===== config.mk =====
export PLATFORM = sky130hd
export DESIGN_NAME = apb_slave_router
export DESIGN_NICKNAME = d
export VERILOG_FILES = /design/src/rtl/apb_slave_router.sv
export SDC_FILE = /design/constraint.sdc
export NUM_CORES = 1
export LEC_CHECK = 0
export CORE_AREA = 2 2 139 141
export CTS_BUF_LIST = sky130_fd_sc_hd__clkbuf_2
export DETAILED_ROUTE_END_ITERATION = 6
export DIE_AREA = 0 0 141 143
export PLACE_DENSITY = 0.57
export SLEW_MARGIN = 10
export SYNTH_ARGS = -nofsm -noshare
export SYNTH_HDL_FRONTEND = slang
export SYNTH_SLANG_ARGS = --single-unit

===== constraint.sdc =====
create_clock -name clk -period 4.65 [get_ports clk]
set_input_delay 1.395 -clock clk [delete_from_list [all_inputs] [get_ports clk]]
set_output_delay 1.395 -clock clk [all_outputs]
set_load 0.02 [all_outputs]

===== src/rtl/apb_slave_router.sv =====
// APB4 single-master to NUM_SLAVES router. It decodes a fixed address-index field and
// answers unmapped addresses and hung slaves with router-generated error responses.
module apb_slave_router #(
  parameter int ADDR_WIDTH     = 32,
  parameter int DATA_WIDTH     = 32,
  parameter int NUM_SLAVES     = 4,
  parameter int IDX_LSB        = 12,
  parameter int IDX_WIDTH      = 2,
  parameter int TIMEOUT_CYCLES = 256
) (
  input  logic                             clk,
  input  logic                             rst_n,
  input  logic                             m_psel,
  input  logic                             m_penable,
  input  logic [ADDR_WIDTH-1:0]            m_paddr,
  input  logic [2:0]                       m_pprot,
  input  logic                             m_pwrite,
  input  logic [DATA_WIDTH-1:0]            m_pwdata,
  input  logic [DATA_WIDTH/8-1:0]          m_pstrb,
  output logic                             m_pready,
  output logic [DATA_WIDTH-1:0]            m_prdata,
  output logic                             m_pslverr,
  output logic [NUM_SLAVES-1:0]            s_psel,
  output logic                             s_penable,
  output logic [ADDR_WIDTH-1:0]            s_paddr,
  output logic [2:0]                       s_pprot,
  output logic                             s_pwrite,
  output logic [DATA_WIDTH-1:0]            s_pwdata,
  output logic [DATA_WIDTH/8-1:0]          s_pstrb,
  input  logic [NUM_SLAVES-1:0]            s_pready,
  input  logic [NUM_SLAVES*DATA_WIDTH-1:0] s_prdata,
  input  logic [NUM_SLAVES-1:0]            s_pslverr,
  output logic                             err_valid,
  output logic [1:0]                       err_code,
  output logic [ADDR_WIDTH-1:0]            err_addr
);

  localparam int CNT_W = (TIMEOUT_CYCLES > 0) ? $clog2(TIMEOUT_CYCLES + 1) : 1;

  typedef enum logic [1:0] {IDLE, ACCESS, DERR} state_e;

  state_e                state_q, state_d;
  logic [IDX_WIDTH-1:0]  sel_q, sel_d;
  logic [CNT_W-1:0]      cnt_q, cnt_d;
  logic [ADDR_WIDTH-1:0] daddr_q, daddr_d;
  logic [ADDR_WIDTH-1:0] err_addr_q, err_addr_d;
  logic [1:0]            err_code_q, err_code_d;

  logic [IDX_WIDTH-1:0]  idx;
  logic                  idx_ok;
  logic                  timeout_hit;
  logic                  sel_ready;
  logic                  sel_err;
  logic [DATA_WIDTH-1:0] sel_rdata;

  assign s_paddr  = m_paddr;
  assign s_pprot  = m_pprot;
  assign s_pwrite = m_pwrite;
  assign s_pwdata = m_pwdata;
  assign s_pstrb  = m_pstrb;

  assign err_code = err_code_q;
  assign err_addr = err_addr_q;

  assign idx         = m_paddr[IDX_LSB +: IDX_WIDTH];
  assign idx_ok      = ({1'b0, idx} < (IDX_WIDTH + 1)'(NUM_SLAVES));
  // With the timeout disabled the counter stays at 0 and this term is masked off.
  assign timeout_hit = (TIMEOUT_CYCLES > 0) && (cnt_q == CNT_W'(TIMEOUT_CYCLES - 1));

  always_comb begin
    sel_ready = 1'b0;
    sel_err   = 1'b0;
    sel_rdata = '0;
    for (int i = 0; i < NUM_SLAVES; i++) begin
      if (sel_q == IDX_WIDTH'(i)) begin
        sel_ready = s_pready[i];
        sel_err   = s_pslverr[i];
        sel_rdata = s_prdata[i*DATA_WIDTH +: DATA_WIDTH];
      end
    end
  end

  always_comb begin
    state_d    = state_q;
    sel_d      = sel_q;
    cnt_d      = cnt_q;
    daddr_d    = daddr_q;
    err_addr_d = err_addr_q;
    err_code_d = err_code_q;
    s_psel     = '0;
    s_penable  = 1'b0;
    m_pready   = 1'b0;
    m_prdata   = '0;
    m_pslverr  = 1'b0;
    err_valid  = 1'b0;
    case (state_q)
      IDLE: begin
        cnt_d = '0;
        if (m_psel) begin
          if (idx_ok) begin
            for (int i = 0; i < NUM_SLAVES; i++) s_psel[i] = (idx == IDX_WIDTH'(i));
            sel_d   = idx;
            state_d = ACCESS;
          end else begin
            daddr_d = m_paddr;
            state_d = DERR;
          end
        end
      end
      ACCESS: begin
        for (int i = 0; i < NUM_SLAVES; i++) s_psel[i] = (sel_q == IDX_WIDTH'(i));
        s_penable = m_penable;
        if (m_penable) begin
          if (sel_ready) begin
            m_pready  = 1'b1;
            m_prdata  = sel_rdata;
            m_pslverr = sel_err;
            cnt_d     = '0;
            state_d   = IDLE;
          end else if (timeout_hit) begin
            m_pready   = 1'b1;
            m_pslverr  = 1'b1;
            err_valid  = 1'b1;
            err_code_d = 2'b10;
            err_addr_d = m_paddr;
            cnt_d      = '0;
            state_d    = IDLE;
          end else if (TIMEOUT_CYCLES > 0) begin
            cnt_d = cnt_q + 1'b1;
          end
        end
      end
      DERR: begin
        if (m_penable) begin
          m_pready   = 1'b1;
          m_pslverr  = 1'b1;
          err_valid  = 1'b1;
          err_code_d = 2'b01;
          err_addr_d = daddr_q;
          state_d    = IDLE;
        end
      end
      default: state_d = IDLE;
    endcase
    // The IDLE pass-through select would otherwise follow m_psel while reset is held.
    if (!rst_n) begin
      s_psel    = '0;
      s_penable = 1'b0;
      m_pready  = 1'b0;
      m_prdata  = '0;
      m_pslverr = 1'b0;
      err_valid = 1'b0;
    end
  end

  always_ff @(posedge clk or negedge rst_n) begin
    if (!rst_n) begin
      state_q    <= IDLE;
      sel_q      <= '0;
      cnt_q      <= '0;
      daddr_q    <= '0;
      err_addr_q <= '0;
      err_code_q <= 2'b00;
    end else begin
      state_q    <= state_d;
      sel_q      <= sel_d;
      cnt_q      <= cnt_d;
      daddr_q    <= daddr_d;
      err_addr_q <= err_addr_d;
      err_code_q <= err_code_d;
    end
  end

endmodule


# Yosys cells after proc, flatten, opt, wreduce, memory -nomap -nowiden
# Index checks and enable logic that the tools add are counted.
word_totals:
  in_bits: 212
  ff_bits: 47
  elab_cells: 85
  out_inout_bits: 146
classes:
  eq_ne: 15
  n_reduce_logical: 9
  addsub: 1
  muxes: 55
op_table:
  columns: ["operator", "n"]
  rows:
  - ["$mux W32", 12]
  - ["$pmux W32 S2", 1]
  - ["$mux W9", 3]
  - ["$mux W1", 21]
  - ["$mux W2", 9]
  - ["$pmux W9 S2", 1]
  - ["$eq A2 B2 Y1 const B", 5]
  - ["$ne A2 B2 Y1 const B", 5]
  - ["$add A9 B1 Y9 const B", 1]
  - ["$eq A9 B8 Y1 const B", 1]
  - ["$mux W4", 2]
  - ["$pmux W4 S2", 1]
  - ["$eq A2 B1 Y1 const B", 3]
  - ["$logic_not A2 Y1", 3]
  - ["$pmux W1 S2", 3]
  - ["$pmux W2 S3", 1]
  - ["$reduce_and A5 Y1", 1]
  - ["$pmux W2 S2", 1]
  - ["$reduce_and A2 Y1", 2]
  - ["$reduce_and A4 Y1", 1]
  - ["$reduce_bool A2 Y1", 2]
  - ["$ne A3 B3 Y1 const B", 1]

# Depth between registers and ports, before layout
logic_depth:
  word_depth: 9
  ltp_mapped: 5
  depth_no_buf: 5

# Least setup slack after synthesis
# OpenSTA, ideal clock, no wires.
synth_path:
  kind: "input port to output port"
  from: "input port s_pready[3]"
  to: "output port m_pslverr"
  slack_ns: 0.733
  cell_stages: 4
  arrival_ns: 2.522
  path_buffers: 1
  cell_sequence: "mux4_2 -> clkbuf_1 -> mux2i_1 -> nor2_1"
synth_between:
  elab_chain_cells: 5
synth_rtl:
  columns: ["item", "line_no", "rtl"]
  rows:
  - ["start: declaration", "30", "input logic [NUM_SLAVES-1:0] s_pready,"]
  - ["$mux W1", "75", "if (sel_q == IDX_WIDTH'(i)) begin"]
  - ["$mux W1", "114", "if (sel_ready) begin"]
  - ["$mux W1", "113", "if (m_penable) begin"]
  - ["$pmux W1 S2", "96", "case (state_q)"]
  - ["$mux W1", "146", "if (!rst_n) begin"]
  - ["end: declaration", "22", "output logic m_pslverr,"]
# No other way between the ends.

# Worst setup path after layout
layout_path:
  from: "input port m_penable"
  to: "output port m_prdata[29]"
layout_between:
  elab_chain_cells: 3
layout_rtl:
  columns: ["item", "line_no", "rtl"]
  rows:
  - ["start: declaration", "14", "input logic m_penable,"]
  - ["$mux W32", "113", null]
  - ["$mux W32", "96", null]
  - ["$mux W32", "146", null]
  - ["end: declaration", "21", "output logic [DATA_WIDTH-1:0] m_prdata,"]
# No other way between the ends.

==> run_results.csv <==
group,metric,value,unit
run_status,status,"finished, final reports clean",
job,max_cap_violations,0,
power,finalPower,1.72,mW
sta,fmax,219,MHz
routing,first_pass_iters,5,
global_route,overflow,0,
clock_network,cts.sinks,45,
critical_path,cp-start-kind,"input port",
synth,syn_nets,521,
critical_path,endpoint_kind,"primary output",
synth,synthCells,308,
final_layout,multi_input_area,0.00184,mm2
sta,fin_ws,76.3,ps
sta,worst_pin_slew,665,ps
clock_network,cts-root-buf,"clkbuf_2",
power,switching_power,0.682,mW
final_layout,register_area,0.00113,mm2
sta,slew_viol_final,0,
critical_path,cp.required,3250,ps
routing,ant_nets,0,
floorplanning,fp-row-count,50,
sta,setup-violations-final,0,
clock_network,clk_path_buf_depth,2,
synth,synth-async-reset-ratio,1.00,
place,dp_hpwl,12400,um
global_route,antenna_found_initial,3,
synth,ys.warnings.count,0,
sta,finalCritPeriodShare,0.984,
power,clkPwrFrac,0.093,
final_layout,syn2layout_area_growth,76.2,%
critical_path,crit_arrival,3180,ps
clock_network,cts.clk_slew.worst_paths,220,ps
final_layout,final_common_cell,"clkdlybuf4s50_1",
clock_network,htree_levels,2,
place,portBuffers,276,
floorplanning,coreArea,0.0186,mm2
power,vdd_ir_drop_max,0.115,mV
global_route,grtUsageTotal,0.144,
power,p_per_area,275,mW/mm2
synth,yosysUniqueCellTypes,36,
global_route,grt_pass1_wl,21700,um
sta,rsz0062_at_grt,"yes",
synth,synth_edf_count,0,
synth,ys_seq_area_frac,0.318,
final_layout,drive_gt1_frac,0.188,
critical_path,path_max_fanout,33,
final_layout,final_cell_mix,"clkdlybuf4s50_1 (247), dfrtp_1 (43), mux4_2 (38), and3_1 (33), mux2_2 (30)",
final_layout,final_util,0.336,
place,dp_slack,-85.0,ps
clock_network,cts_tree,"yes",
sta,slew_headroom,0.557,
floorplanning,die_w,141,um
routing,num_vias,3373,
critical_path,crit_type,"in -> out",
sta,finalWorstPathRequiredPeriod,4570,ps
routing,detail_route.drc_violations,0,
global_route,grt_start_max_net_pins,34,
global_route,grt_pass1_vias,3669,
routing,post_drt_wl_per_cell,20.6,um
synth,synth-seq-cells,45,
synth,synth_flop_cell,"dfrtp_1",
sta,fin_worst_skew,12.4,ps
floorplanning,io_pins,358,
floorplanning,fp.dieH,143,um
final_layout,postLayoutCellArea,0.00624,mm2
synth,postSynthAreaPerCell,11.5,um2
routing,totalWireLength,15500,um
sta,final.setup.tns,0,ps
power,swShare,0.398,
floorplanning,die_area,0.0202,mm2
floorplanning,initial_utilization,0.190,
power,p_seq_frac,0.304,
place,gp_congestion,0.882,
routing,viasPerCell,4.49,
sta,hold_violations,0,
final_layout,fillers,1874,
power,p_comb_frac,0.603,
routing,drt_iter0_drc,58,
clock_network,clk_latency,410,ps
critical_path,reg2reg_slack,1660,ps
power,p_leak,2.88,nW
clock_network,cts_buffers,5,
final_layout,nNetsFinal,727,
place,placed_cell_area,0.00606,mm2
synth,synth.cell_area,0.00354,mm2
worst_hold_path,min_path_type,"reg -> reg",
power,intPower,1.03,mW
per-stage QoR:
stage / cells / hold WS, ps
finish: 752 / 499
global route: 752 / 543
CTS: 749 / 504
detailed placement: 737 / 456
global placement: 737 / 454
floorplan: 308 / 509
kinds of logic (layout without fill, tap and decap cells):
family / Yosys count / count (layout) / synth area share
AND/OR/NAND/NOR: 78 / 78 / 0.130
adder cells (fa/ha/maj): 1 / 1 / 0.00354
AO/OA/AOI/OAI: 14 / 14 / 0.0251
buffers and inverters: 97 / 300 / 0.188
multiplexers: 67 / 71 / 0.321
other: 1 / 4 / 0.00106
flip-flops: 45 / 45 / 0.318
XOR/XNOR: 5 / 5 / 0.0124
layer usage:
| metal | part of all wire | wire length [um] | global-route usage | vias to the layer above |
|---|---|---|---|---|
| met5 | 0 | 0 | 0 | - |
| met4 | 0.027 | 422 | 0.0574 | 0 |
| met3 | 0.090 | 1400 | 0.0463 | 25 |
| met2 | 0.55 | 8550 | 0.284 | 218 |
| met1 | 0.33 | 5100 | 0.137 | 1640 |
| li1 | - | - | - | 1490 |
worst max-delay path: stages:
cell and delay (ps):
clkdlybuf4s50_1 480, nand3_1 160, inv_1 170, buf_12 170
and3_1 180, clkdlybuf4s50_1 600
cells in the mapped netlist, types with 2 or more instances:
library cell	instances	area [um2]
a21boi_0	2	15.0
a21oi_1	2	10.0
and2_1	2	12.5
and3_1	33	206
and4_1	3	26.3
buf_2	4	20.0
buf_4	73	548
buf_6	3	33.8
clkbuf_1	13	48.8
dfrtp_1	45	1130
inv_1	4	15.0
mux2_1	2	22.5
mux2_2	30	338
mux4_2	34	766
nand2_1	9	33.8
nand2b_1	2	12.5
nand3_1	6	30.0
nand4_1	5	31.3
nand4b_1	2	17.5
nor2_1	9	33.8
nor2b_1	2	12.5
nor3_1	2	10.0
o21ai_0	4	20.0
xor2_1	5	43.8
final cells by class:
class | count | share of cell area
clock buffers | 5 | 0.00401
repair buffers | 288 | 0.467
flip-flops and latches | 45 | 0.181
inverters | 4 | 0.00241
multi-input cells | 170 | 0.295
clock inverters | 3 | 0.00201
diodes | 3 | 0.00120
well taps | 234 | 0.0470
power by group through the flow:
| stage | Clock (mW) | Combinational [mW] | Sequential, mW |
|---|---|---|---|
| 6_report | 0.159 | 1.03 | 0.522 |
| 2_1_floorplan | 0 | 0.696 | 0.428 |
| 3_3_place_gp | 0 | 0.991 | 0.517 |
| 3_5_place_dp | 0 | 0.995 | 0.519 |
| 5_1_grt | 0.190 | 1.09 | 0.537 |
| 4_1_cts | 0.175 | 1.05 | 0.527 |
state kept, by name, indices dropped and copies added (netlist names):
name / count
sel_q: 2
err_addr: 32
state_q: 1
err_code: 1
cnt_q: 9
what timing repair did:
action	4_1_cts	5_1_grt
hold buffers	0	0
buffers inserted	0	0
resized for setup	8	20
setup endpoints to repair	32	20
gates cloned	4	0
worst paths after layout:
check / startpoint / to / cells after the start
worst min-delay path: err_code[1]$_DFFE_PN0P_ / err_code[1]$_DFFE_PN0P_ / 1
worst max-delay path: m_penable / m_prdata[29] / 6
min in group asynchronous: rst_n / sel_q[1]$_DFFE_PN0P_ / 2
worst max register to register: sel_q[0]$_DFFE_PN0P_ / err_addr[5]$_DFFE_PN0P_ / 5
max in group asynchronous: rst_n / err_addr[10]$_DFFE_PN0P_ / 3
worst min register to register: err_code[1]$_DFFE_PN0P_ / err_code[1]$_DFFE_PN0P_ / 1
Power figures use the tool's default switching activity.
